===== src/rtl/ninjakun_pkg.sv =====
// Shared types and widths for the Ninjakun hiscore transfer engine.
package ninjakun_pkg;

  localparam int FG_AW = 11;  // foreground VRAM byte address width
  localparam int HS_AW = 16;  // hiscore port address width

  typedef enum logic [3:0] {
    ST_IDLE,
    ST_SETTLE,
    ST_S_ADDR,
    ST_S_WAIT,
    ST_S_SEND,
    ST_L_RECV,
    ST_L_WRITE,
    ST_SUM,
    ST_RELEASE,
    ST_FIN
  } xfer_state_t;

  typedef enum logic {
    MODE_SAVE = 1'b0,
    MODE_LOAD = 1'b1
  } xfer_mode_t;

  // Region addresses wrap modulo the VRAM size.
  function automatic logic [FG_AW-1:0] fg_addr(input logic [FG_AW-1:0] base,
                                               input logic [11:0]       idx);
    return base + idx[FG_AW-1:0];
  endfunction

endpackage


===== src/rtl/hs_settle_cnt.sv =====
// Loadable down-counter with zero flag; load has priority, stops at zero.
module hs_settle_cnt #(
  parameter int W = 16
) (
  input  logic         clk,
  input  logic         rst_n,
  input  logic         load,
  input  logic [W-1:0] load_val,
  input  logic         dec,
  output logic         zero
);

  logic [W-1:0] cnt_q, cnt_d;

  always_comb begin
    cnt_d = cnt_q;
    if (load) begin
      cnt_d = load_val;
    end else if (dec && (cnt_q != '0)) begin
      cnt_d = cnt_q - 1'b1;
    end
  end

  always_ff @(posedge clk or negedge rst_n) begin
    if (!rst_n) begin
      cnt_q <= '0;
    end else begin
      cnt_q <= cnt_d;
    end
  end

  assign zero = (cnt_q == '0);

endmodule


===== src/rtl/ninjakun_hiscore_xfer.sv =====
// Hiscore save/load engine: pauses the core, owns FG VRAM, streams a region out or back in.
// Save 3 cycles/byte, load 2 cycles/byte; stalls on TX/RX handshakes indefinitely. HS_CHECKSUM_EN adds a sum byte.
module ninjakun_hiscore_xfer
  import ninjakun_pkg::*;
#(
  parameter logic [FG_AW-1:0] BASE   = 11'h000,
  parameter int               LENGTH = 64,
  parameter int               SETTLE = 16
) (
  input  logic             ROMCL,
  input  logic             RESET_L,
  input  logic             START_SAVE,
  input  logic             START_LOAD,
  output logic             PAUSE_REQ,
  output logic             BUSY,
  output logic             DONE,
  output logic             ERR,
  output logic [7:0]       TX_DATA,
  output logic             TX_VALID,
  input  logic             TX_READY,
  input  logic [7:0]       RX_DATA,
  input  logic             RX_VALID,
  output logic             RX_READY,
  output logic [HS_AW-1:0] HS_ADDR,
  output logic [7:0]       HS_WDATA,
  input  logic [7:0]       HS_RDATA,
  output logic             HS_WRITE,
  output logic             HS_ACCESS
);

  localparam logic [11:0] LAST_IDX  = 12'(LENGTH - 1);
  localparam logic [15:0] SETTLE_LD = 16'(SETTLE - 1);

`ifdef HS_CHECKSUM_EN
  localparam xfer_state_t AFTER_DATA = ST_SUM;
`else
  localparam xfer_state_t AFTER_DATA = ST_RELEASE;
`endif

  xfer_state_t      state_q, state_d;
  xfer_mode_t       mode_q, mode_d;
  logic [11:0]      idx_q, idx_d;
  logic [FG_AW-1:0] addr_q, addr_d;
  logic [7:0]       tx_data_q, tx_data_d;
  logic [7:0]       wdata_q, wdata_d;
  logic             cnt_load, cnt_dec, cnt_zero;
  logic             last_byte;
`ifdef HS_CHECKSUM_EN
  logic [7:0]       sum_q, sum_d;
  logic             err_q, err_d;
`endif

  assign last_byte = (idx_q == LAST_IDX);

  hs_settle_cnt #(.W(16)) u_settle (
    .clk      (ROMCL),
    .rst_n    (RESET_L),
    .load     (cnt_load),
    .load_val (SETTLE_LD),
    .dec      (cnt_dec),
    .zero     (cnt_zero)
  );

  always_comb begin
    state_d   = state_q;
    mode_d    = mode_q;
    idx_d     = idx_q;
    addr_d    = addr_q;
    tx_data_d = tx_data_q;
    wdata_d   = wdata_q;
    cnt_load  = 1'b0;
    cnt_dec   = 1'b0;
`ifdef HS_CHECKSUM_EN
    sum_d     = sum_q;
    err_d     = err_q;
`endif
    unique case (state_q)
      ST_IDLE: begin
        if (START_SAVE || START_LOAD) begin
          mode_d   = START_SAVE ? MODE_SAVE : MODE_LOAD;
          idx_d    = '0;
          cnt_load = 1'b1;
          state_d  = ST_SETTLE;
`ifdef HS_CHECKSUM_EN
          sum_d    = '0;
          err_d    = 1'b0;
`endif
        end
      end
      ST_SETTLE: begin
        if (cnt_zero) begin
          addr_d  = fg_addr(BASE, idx_q);
          state_d = (mode_q == MODE_SAVE) ? ST_S_ADDR : ST_L_RECV;
        end else begin
          cnt_dec = 1'b1;
        end
      end
      ST_S_ADDR: state_d = ST_S_WAIT;
      ST_S_WAIT: begin
        // Read data is valid one cycle after the address was presented.
        tx_data_d = HS_RDATA;
        state_d   = ST_S_SEND;
      end
      ST_S_SEND: begin
        if (TX_READY) begin
          idx_d = idx_q + 12'd1;
`ifdef HS_CHECKSUM_EN
          sum_d = sum_q + tx_data_q;
`endif
          if (last_byte) begin
            state_d = AFTER_DATA;
`ifdef HS_CHECKSUM_EN
            tx_data_d = sum_d;
`endif
          end else begin
            addr_d  = fg_addr(BASE, idx_d);
            state_d = ST_S_ADDR;
          end
        end
      end
      ST_L_RECV: begin
        if (RX_VALID) begin
          wdata_d = RX_DATA;
`ifdef HS_CHECKSUM_EN
          sum_d   = sum_q + RX_DATA;
`endif
          state_d = ST_L_WRITE;
        end
      end
      ST_L_WRITE: begin
        idx_d = idx_q + 12'd1;
        if (last_byte) begin
          state_d = AFTER_DATA;
        end else begin
          addr_d  = fg_addr(BASE, idx_d);
          state_d = ST_L_RECV;
        end
      end
      ST_SUM: begin
`ifdef HS_CHECKSUM_EN
        if (mode_q == MODE_SAVE) begin
          if (TX_READY) state_d = ST_RELEASE;
        end else if (RX_VALID) begin
          err_d   = (RX_DATA != sum_q);
          state_d = ST_RELEASE;
        end
`else
        state_d = ST_RELEASE;
`endif
      end
      ST_RELEASE: state_d = ST_FIN;
      ST_FIN:     state_d = ST_IDLE;
      default:    state_d = ST_IDLE;
    endcase
  end

  always_ff @(posedge ROMCL or negedge RESET_L) begin
    if (!RESET_L) begin
      state_q   <= ST_IDLE;
      mode_q    <= MODE_SAVE;
      idx_q     <= '0;
      addr_q    <= '0;
      tx_data_q <= '0;
      wdata_q   <= '0;
`ifdef HS_CHECKSUM_EN
      sum_q     <= '0;
      err_q     <= 1'b0;
`endif
    end else begin
      state_q   <= state_d;
      mode_q    <= mode_d;
      idx_q     <= idx_d;
      addr_q    <= addr_d;
      tx_data_q <= tx_data_d;
      wdata_q   <= wdata_d;
`ifdef HS_CHECKSUM_EN
      sum_q     <= sum_d;
      err_q     <= err_d;
`endif
    end
  end

  // Handshake and bus controls decode straight from state so reset drops them at once.
  assign BUSY      = (state_q != ST_IDLE);
  assign PAUSE_REQ = (state_q != ST_IDLE) && (state_q != ST_FIN);
  assign DONE      = (state_q == ST_FIN);
  assign HS_ACCESS = (state_q == ST_S_ADDR) || (state_q == ST_S_WAIT) ||
                     (state_q == ST_S_SEND) || (state_q == ST_L_RECV) ||
                     (state_q == ST_L_WRITE) || (state_q == ST_SUM);
  assign TX_VALID  = (state_q == ST_S_SEND) ||
                     ((state_q == ST_SUM) && (mode_q == MODE_SAVE));
  assign RX_READY  = (state_q == ST_L_RECV) ||
                     ((state_q == ST_SUM) && (mode_q == MODE_LOAD));
  assign HS_WRITE  = (state_q == ST_L_WRITE);
  assign HS_ADDR   = {{(HS_AW-FG_AW){1'b0}}, addr_q};
  assign HS_WDATA  = wdata_q;
  assign TX_DATA   = tx_data_q;
`ifdef HS_CHECKSUM_EN
  assign ERR       = err_q;
`else
  assign ERR       = 1'b0;
`endif

endmodule


===== config.mk =====
export PLATFORM = sky130hd
export DESIGN_NAME = ninjakun_hiscore_xfer
export DESIGN_NICKNAME = d
export VERILOG_FILES = /design/src/rtl/ninjakun_pkg.sv /design/src/rtl/hs_settle_cnt.sv /design/src/rtl/ninjakun_hiscore_xfer.sv
export SDC_FILE = /design/constraint.sdc
export NUM_CORES = 1
export LEC_CHECK = 0
export CORE_MARGIN = 8
export CORE_UTILIZATION = 42
export CTS_BUF_LIST = sky130_fd_sc_hd__clkbuf_4 sky130_fd_sc_hd__clkbuf_8 sky130_fd_sc_hd__clkbuf_16
export CTS_CLUSTER_DIAMETER = 150
export DETAILED_ROUTE_END_ITERATION = 8
export PLACE_DENSITY = 0.77
export SYNTH_ARGS = -nofsm -noshare
export SYNTH_HDL_FRONTEND = slang
export SYNTH_SLANG_ARGS = --single-unit

===== constraint.sdc =====
create_clock -name ROMCL -period 2.25 [get_ports ROMCL]
set_input_delay 0.3375 -clock ROMCL [delete_from_list [all_inputs] [get_ports ROMCL]]
set_output_delay 0.3375 -clock ROMCL [all_outputs]
set_load 0.01 [all_outputs]

# ---- Word level (Yosys, flattened, before mapping)
# Cells that the tools add are included.
dict set report word_totals {
  mem_bits_ro 0
  ff_bits 60
  ram_bits 0
  latch_bits 0
  output_inout_bits 40
  in_bits 22
  memories 0
  word_cells 71
}
dict set report classes {
  mul 0
  muxes 22
  n_addsub 2
  n_eq_ne 15
  bitwise 1
  n_div 0
  n_lt_le_gt_ge 0
  n_shift 0
  n_reduce_logical 24
}
# cell count
set ops {}
lappend ops {{one-hot mux 12 bit (3 select lines)} 1}
lappend ops {{one-hot mux 4 bit (9 select lines)} 1}
lappend ops {{2-to-1 mux 11 bit} 3}
lappend ops {{one-hot mux 11 bit (3 select lines)} 1}
lappend ops {{2-to-1 mux 16 bit} 2}
lappend ops {{2-to-1 mux 12 bit} 2}
lappend ops {{2-to-1 mux 4 bit} 6}
lappend ops {{== test 4 x 3 -> 1 bit (second input constant)} 4}
lappend ops {{zero test 16 bit} 1}
lappend ops {{nonzero test 16 bit} 1}
lappend ops {{subtractor 16 x 1 -> 16 bit (second input constant)} 1}
lappend ops {{adder 12 x 1 -> 12 bit (second input constant)} 1}
lappend ops {{== test 12 x 6 -> 1 bit (second input constant)} 1}
lappend ops {{== test 4 x 2 -> 1 bit (second input constant)} 2}
lappend ops {{== test 4 bit (second input constant)} 2}
lappend ops {{logical OR 1 bit} 8}
lappend ops {{!= test 2 bit (second input constant)} 4}
lappend ops {{AND reduction 3 bit} 2}
lappend ops {{nonzero test 3 bit} 2}
lappend ops {{2-to-1 mux 1 bit} 5}
lappend ops {{== test 4 x 1 -> 1 bit (second input constant)} 1}
lappend ops {{logical AND 1 bit} 4}
lappend ops {{zero test 4 bit} 1}
lappend ops {{!= test 4 bit (second input constant)} 1}
lappend ops {{6 further kinds} 7}

# ---- Logic depth before layout (Yosys ltp)
# Gate-level depths: netlist of run 1.
dict set report depth {
  word_depth 6
  ltp_mapped 8
  depth_no_buf 6
}

# ---- Cells and area by module
# Synthesis of run 1 repeated with hierarchy kept, for this count alone.
dict set report unflattened {
  cells_unflattened 357
  hier_area_um2 3499.6
}
# mod seq_area_each_um2 cells_per_inst area_each_um2 instances
set by_module_without_submodules {}
lappend by_module_without_submodules {ninjakun_hiscore_xfer 1101.1 233 2436.1 1}
lappend by_module_without_submodules {hs_settle_cnt 400.4 124 1063.5 1}

# ---- Least setup slack after synthesis of run 1
# OpenSTA, ideal clock, no wires.
dict set report synth_timing {
  path_kind {reg-to-reg}
  startpoint {register u_settle.cnt_q[0]}
  endpoint {register addr_q[10]}
  arrival_ps 1921
  path_stages_with_launch 9
  required_time_ps 2125
  path_slack_ps 204
  path_buffers 2
  setup_ps 125
  period_less_slack_ps 2046
  cell_sequence {dfrtp_1 > inv_1 > ha_1 > clkbuf_1 > nor2b_1 > nand4_2 > o32ai_2 > buf_6 > mux2_4}
}
dict set report synth_between {
  elab_chain_cells 3
}
# item line_no
set synth_rtl {}
lappend synth_rtl {{from (decl)} hs_settle_cnt.sv:13} ;# logic [W-1:0] cnt_q, cnt_d;
lappend synth_rtl {{from (signal assigned)} hs_settle_cnt.sv:28} ;# cnt_q <= cnt_d;
lappend synth_rtl {{zero test 16 bit} hs_settle_cnt.sv:32} ;# assign zero = (cnt_q == '0);
lappend synth_rtl {{!= test 2 bit (no line)} -}
lappend synth_rtl {{AND reduction 3 bit (no line)} -}
lappend synth_rtl {{to (signal assigned)} ninjakun_hiscore_xfer.sv:173} ;# addr_q <= addr_d;
lappend synth_rtl {{to (decl)} ninjakun_hiscore_xfer.sv:43} ;# logic [FG_AW-1:0] addr_q, addr_d;
# No other way between the ends.
# A chain may end at the register's enable or synchronous reset.

# ---- Final worst setup path of run 1
dict set report layout_timing {
  startpoint {register state_q[2]}
  endpoint {output TX_VALID}
}
dict set report layout_between {
  elab_chain_cells 3
  word_cells_on_any_way 4
  cone_classes {2 x eq/ne; 2 x reduce/logical}
}
# item line_no
set layout_rtl {}
lappend layout_rtl {{from (decl)} ninjakun_hiscore_xfer.sv:40} ;# xfer_state_t state_q, state_d;
lappend layout_rtl {{from (signal assigned)} ninjakun_hiscore_xfer.sv:170} ;# state_q <= state_d;
lappend layout_rtl {{== test 4 x 3 -> 1 bit} ninjakun_hiscore_xfer.sv:191} ;# ((state_q == ST_SUM) && (mode_q == MODE_SAVE));
lappend layout_rtl {{logical AND 1 bit} ninjakun_hiscore_xfer.sv:191}
lappend layout_rtl {{logical OR 1 bit (*)} ninjakun_hiscore_xfer.sv:190} ;# assign TX_VALID = (state_q == ST_S_SEND) ||
lappend layout_rtl {{to (decl)} ninjakun_hiscore_xfer.sv:19} ;# output logic TX_VALID,
# Mark *: on every way between the ends. The rest lies on a longest branch, timed or not.

==> results of run 1 <==
cells in the mapped netlist, drive strengths merged (4+ instances only):
cell type / count / area [um^2]
a21oi: 12 / 60.06
a31oi: 7 / 43.79
and2: 5 / 31.28
and3: 4 / 25.02
buf: 15 / 108.9
clkbuf: 11 / 41.29
dfrtp: 60 / 1501
inv: 10 / 40.04
mux2: 28 / 349.1
mux2i: 10 / 100.1
nand2: 24 / 97.59
nand3: 12 / 60.06
nand4: 11 / 75.07
nor2: 17 / 63.81
nor3: 10 / 55.05
nor4: 10 / 113.9
o21ai: 15 / 75.07
o31ai: 4 / 30.03
xnor2: 5 / 43.79
xor2: 4 / 35.03
layout make-up:
| class | count | share of cell area (%) |
|---|---|---|
| Multi-Input combinational cell | 228 | 39.04 |
| Tap cell | 102 | 2.965 |
| Clock inverter | 4 | 1.686 |
| Sequential cell | 60 | 34.91 |
| Clock buffer | 12 | 3.547 |
| Inverter | 10 | 0.9302 |
| Timing Repair Buffer | 77 | 16.92 |
worst max-delay path: cells and delay by family, from the launching register on:
kind            cells  cell delay (ns)
buf+inv             3             0.78
compound gates      1             0.14
simple gates        1             0.17
flops               1             0.39
worst max path at each step:
stage                                        from                endpoint  depth (start not counted)
detailed placement         state_q[1]$_DFFE_PN0P_                    BUSY                          4
finish                     state_q[2]$_DFFE_PN0P_                TX_VALID                          5
global route               state_q[2]$_DFFE_PN0P_                TX_VALID                          5
floorplan           u_settle.cnt_q[0]$_DFFE_PN0P_  addr_q[10]$_DFFE_PN0P_                          8
CTS                        state_q[2]$_DFFE_PN0P_                TX_VALID                          5
global placement           state_q[1]$_DFFE_PN0P_                    BUSY                          4
power breakdown:
part           switching, W  internal, W
clock network      0.000418     0.000677
registers          0.000212      0.00133
logic              0.000974      0.00105
stage by stage:
stage               cells  total power (W)  util [%]
finish                493         0.004664     55.70
global route          493         0.004954     55.70
floorplan             324         0.002716         -
global placement      475         0.003498     52.40
CTS                   491         0.004687     55.39
detailed placement    475         0.003563     52.40
metal layers:
| metal | GRT usage, % | wire, um |
|---|---|---|
| met5 | 0 | 0 |
| met4 | 4.587 | 83 |
| met3 | 6.151 | 612 |
| met2 | 24.24 | 3810 |
| met1 | 16.59 | 3202 |
sequential cells by signal, summed over array words and instances, names as in the netlist:
register and cells:
idx_q 12, HS_WDATA 8, TX_DATA 8, state_q 4, addr_q 11, u_settle.cnt_q 16
mode_q 1
timing repair:
item | CTS | global route
endpoints found under the hold margin | 0 | 0
pin swaps | 1 | 0
resized for setup | 10 | 3
endpoints found under the setup margin | 5 | 2
setup buffers | 0 | 2
cells by family after synthesis:
logic type | count (synthesis) | share of synthesized area (%)
AOI/OAI and AO/OA | 61 | 12.20
other | 1 | 0.1121
muxes | 38 | 13.43
buffers and inverters | 36 | 5.686
xor gates and xnor gates | 9 | 2.357
and+or+nand+nor | 111 | 20.20
adders and majority gates | 3 | 1.122
DFF | 60 | 44.89
==> results.yml, run 1 <==
global_route:
  grt_max_degree: 61
  track_usage_pct: 14.57
  grt_pass1_wl_mm: 13.42
  grt_pass1_vias: 2805
  antenna_found_initial: 0
  overflow: 0
sta:
  fin_setup_tns_ns: 0
  rsz0062_at_grt: "no"
  slew_violations: 0
  fin_hold_ws_ns: 0.1459
  worst-slew-pin-transition_ns: 0.7564
  setup_viol: 0
  finClkSkew_ns: 0.006825
  fin_crit_ns: 2.171
  relSlewSlack_pct: 49.57
  hold_violations: 0
  post-route-period-util_pct: 96.48
  fin_ws_ns: 0.07925
  clock.fmax_mhz: 460.7
placement:
  gp_congestion: 0.8942
  portBuffers: 55
  placed_area_um2: 4049
  dpl_worst_slack_ns: 0.1752
  hpwl_mm: 5.652
floorplan:
  fp-row-count: 32
  start_util_pct: 43.28
  fp.coreArea_um2: 7727
  num_io_pins: 62
  fp.dieW_um: 105.2
  dieArea_um2: 11070
  die_height_um: 105.2
cts:
  htree_levels: 3
  numCtsBuffers: 9
  cts-hold-fix-buffers: 0
  cts_buffer_depth: 2
  clkSlewWorstSetupHoldPaths_ns: 0.07
  clock_latency_ns: 0.34
  clock-sinks: 60
  cts-root-buf: "clkbuf_8"
  cts_tree: "done"
synth:
  synth_cell_types: 58
  synth-seq-cells: 60
  syn_area_per_cell_um2: 10.48
  synth_edf_count: 0
  synth_seq_area_share_pct: 44.89
  syn_area_um2: 3344
  ys_async_sr_fraction_pct: 100.0
  syn_inst: 319
  ys.flop_type: "dfrtp_1"
  synth_warnings: 0
worst_setup_path:
  max_stage_delay_ns: 0.53
  critPathArrivalTime_ns: 1.83
  reg2reg_slack_ns: 0.19
  crit_path_start_kind: "register"
  path_cells: "buf_6 > inv_1 > nor2_2 > o21a_1 > clkdlybuf4s50_1"
  end_kind: "output pin"
  required_ns: 1.91
  slowest_stage: "clkdlybuf4s50_1"
  criticalPathCategory: "register to output pin"
  path_max_fanout: 10
  r2r-start: "u_settle.cnt_q[0]$_DFFE_PN0P_"
  reg2reg_depth: 7
  r2r-end: "addr_q[1]$_DFFE_PN0P_"
layout:
  fillers: 639
  multi_input_area_um2: 1680
  stdcell_area_um2: 4304
  drive_gt1_share_pct: 21.48
  n_antenna_cell: 0
  area_growth_pct: 28.69
  regArea_um2: 1503
  final_cell_mix: "dfrtp_1 (59), clkdlybuf4s50_1 (49), nand2_1 (23)"
  nets: 411
  layout_commonest_cell: "dfrtp_1"
drt:
  via_per_inst: 5.535
  post_drt_wl_per_cell_um: 15.64
  firstDrtPassIters: 4
  finalWirelength_mm: 7.709
  route.detailed.drc: 0
  ant_nets: 0
  vias: 2729
  drt_iter0_drc: 120
hold_path:
  hold_path_class: "primary input to async pin"
power:
  peakVddDrop_v: 0.0007176
  pwr_density_cell_nw_per_um2: 1084
  p_leak_nw: 1.899
run:
  drv_cap: 0
outcome:
  outcome: "finished clean"
Power figures use the tool's default switching activity.
==> inputs of run 2 (changes only) <==
--- a/config.mk
+++ b/config.mk
@@ -10,6 +10,7 @@
 export CTS_BUF_LIST = sky130_fd_sc_hd__clkbuf_4 sky130_fd_sc_hd__clkbuf_8 sky130_fd_sc_hd__clkbuf_16
 export CTS_CLUSTER_DIAMETER = 150
 export DETAILED_ROUTE_END_ITERATION = 8
+export HOLD_SLACK_MARGIN = 0.12
 export PLACE_DENSITY = 0.77
 export SYNTH_ARGS = -nofsm -noshare
 export SYNTH_HDL_FRONTEND = slang
==> results of run 2 <==
The final DEF is identical to that of run 1; final timing and power are the same.
==> inputs of run 3 (changes only) <==
--- a/config.mk
+++ b/config.mk
@@ -10,8 +10,10 @@
 export CTS_BUF_LIST = sky130_fd_sc_hd__clkbuf_4 sky130_fd_sc_hd__clkbuf_8 sky130_fd_sc_hd__clkbuf_16
 export CTS_CLUSTER_DIAMETER = 150
 export DETAILED_ROUTE_END_ITERATION = 8
+export GPL_TIMING_DRIVEN = 0
 export HOLD_SLACK_MARGIN = 0.12
 export PLACE_DENSITY = 0.77
+export SLEW_MARGIN = 20
 export SYNTH_ARGS = -nofsm -noshare
 export SYNTH_HDL_FRONTEND = slang
 export SYNTH_SLANG_ARGS = --single-unit
==> run 3 against run 2 <==
Worst setup slack worse by 0.012 ns. Critical path depth unchanged. Wire length rose by 1.3%. Count of clock-buffer cells in the layout increased by 2. Final area grew 0.93%. First-iteration DRC count rose by 59%. Global-route usage is 0.26 points lower. Critical endpoint is now idx_q[0]$_DFFE_PN0P_. Total power is 3.3% lower. Register-to-register slack got worse by 0.12 ns. Critical path type is now register to register. Combinational power is 3% higher. Clock power is 15% lower. Via count is 0.73% lower. Largest power group unchanged.
==> results.yml, run 3 (synthesis gave the netlist of run 1 again) <==
sta:
  rsz0062_at_grt: "no"
  hold_violations: 0
  clock.fmax_mhz: 458.0
  slew_violations: 0
  fin_crit_ns: 2.183
  worst-slew-pin-transition_ns: 0.8291
  relSlewSlack_pct: 44.51
  setup_viol: 0
  fin_ws_ns: 0.06678
  post-route-period-util_pct: 97.03
  fin_hold_ws_ns: 0.3865
  finClkSkew_ns: 0.009212
layout:
  fin_cells: 498
  stdcell_area_um2: 4344
  layout_commonest_cell: "dfrtp_1"
  area_growth_pct: 29.89
  final_cell_mix: "dfrtp_1 (58), clkdlybuf4s50_1 (48), nand2_1 (23)"
  reg_top3: "u_settle.cnt_q: 16 flops, idx_q: 12 flops, addr_q: 11 flops"
  largest_reg_flops: 16
  n_antenna_cell: 0
  top_register: "u_settle.cnt_q"
  nets: 417
  fillers: 643
  drive_gt1_share_pct: 21.21
worst_setup_path:
  critPathArrivalTime_ns: 2.41
  path_max_fanout: 9
  end_kind: "register"
  reg2reg_depth: 5
  reg2reg_slack_ns: 0.07
  criticalPathCategory: "register to register"
  required_ns: 2.47
  crit_path_start_kind: "register"
  r2r-start: "state_q[1]$_DFFE_PN0P_"
  r2r-end: "idx_q[0]$_DFFE_PN0P_"
cts:
  htree_levels: 3
  cts-root-buf: "clkbuf_8"
  numCtsBuffers: 9
  cts_buffer_depth: 2
  clock-sinks: 60
  clock_latency_ns: 0.34
  clkSlewWorstSetupHoldPaths_ns: 0.06
  cts_tree: "done"
global_route:
  overflow: 0
  grt_max_degree: 49
  grt_pass1_vias: 2726
  antenna_found_initial: 0
  grt_pass1_wl_mm: 13.15
  track_usage_pct: 14.31
drt:
  wl_met2_mm: 3.829
  drt_iter0_drc: 191
  ant_nets: 0
  via_per_inst: 5.440
  route.detailed.drc: 0
  finalWirelength_mm: 7.806
  drt-met1-wl_mm: 3.327
  route.met3.wl_um: 576
  vias: 2709
  firstDrtPassIters: 4
  top_layer: "met4"
  post_drt_wl_per_cell_um: 15.67
outcome:
  outcome: "finished clean"
floorplan:
  dieArea_um2: 11070
  fp-row-count: 32
  fp.dieW_um: 105.2
  start_util_pct: 43.28
  num_io_pins: 62
  die_height_um: 105.2
  fp.coreArea_um2: 7727
placement:
  portBuffers: 55
  hpwl_mm: 5.655
  gp_congestion: 0.9406
  dpl_worst_slack_ns: -0.1704
  placed_area_um2: 4066
  dp.cells: 482
power:
  peakVddDrop_v: 0.0006042
  p_leak_nw: 1.910
  pwr_density_cell_nw_per_um2: 1038
hold_path:
  hold_path_class: "primary input to async pin"
run:
  drv_cap: 0
run 3: cell count changes in the layout (fill, tap and decap cells not counted), sizes merged:
cell	delta
buf	-4
clkdlybuf4s15	+1
inv	-1
clkbuf	+11
clkdlybuf4s50	-1
clkinv	+1
bufinv	-2
clkinvlp	-1
dlygate4sd3	+1
run 3: worst max-delay path by stage:
| stage | start | to | slack, ns | depth (start not counted) |
|---|---|---|---|---|
| CTS | state_q[0]$_DFFE_PN0P_ | HS_WRITE | 0.007 | 6 |
| finish | state_q[1]$_DFFE_PN0P_ | idx_q[0]$_DFFE_PN0P_ | 0.07 | 5 |
| global placement | RESET_L | u_settle.cnt_q[5]$_DFFE_PN0P_ | -1.14 | 1 |
| detailed placement | state_q[0]$_DFFE_PN0P_ | HS_WRITE | -0.17 | 7 |
| floorplan | u_settle.cnt_q[0]$_DFFE_PN0P_ | addr_q[10]$_DFFE_PN0P_ | 0.20 | 8 |
| global route | state_q[0]$_DFFE_PN0P_ | HS_WRITE | 0.002 | 6 |
run 3: area by class of cell:
cell class	count	area [um^2]	area share [%]
buffer	24	156.4	3.600
clock buffer	14	186.4	4.291
clock inverter	1	5.005	0.1152
inverter	10	50.05	1.152
multi-input combinational	228	1715	39.49
sequential	60	1504	34.62
tap	102	127.6	2.938
timing repair buffer	59	599.3	13.80
run 3: critical path, cell delays in order (launching register included):
cell and delay (ns):
dfrtp_1 0.35, buf_2 0.18, or2_0 0.23, clkbuf_1 0.19
a2bb2oi_1 0.71, mux2_2 0.41
run 3: metal layers:
metal / up-vias / track usage (%)
li1: 1309 / -
met4: 0 / 3.772
met1: 1303 / 16.87
met3: 8 / 5.725
met5: - / 0
met2: 89 / 23.65
run 3: through the flow:
stage          total power (W)  setup TNS [ns]  util [%]
2_1_floorplan         0.002716               0         -
3_3_place_gp          0.003452          -68.60     52.30
3_5_place_dp          0.003525          -1.004     52.62
4_1_cts               0.004478               0     55.42
5_1_grt               0.004791               0     56.22
6_report              0.004510               0     56.22
run 3: timing repair:
| action | in CTS | in global routing |
|---|---|---|
| hold buffers | 1 | 0 |
| resized for setup | 19 | 13 |
| hold endpoints to repair | 12 | 0 |
| setup endpoints to repair | 16 | 16 |
| buffers inserted | 0 | 2 |
| gates cloned | 0 | 0 |
run 3: power by group:
group / internal (W) / switching [W] / total [W]
clock: 0.000525 / 0.000400 / 0.000925
combinational: 0.00103 / 0.00105 / 0.00208
sequential: 0.00134 / 0.000171 / 0.00151
total: 0.00289 / 0.00162 / 0.00451
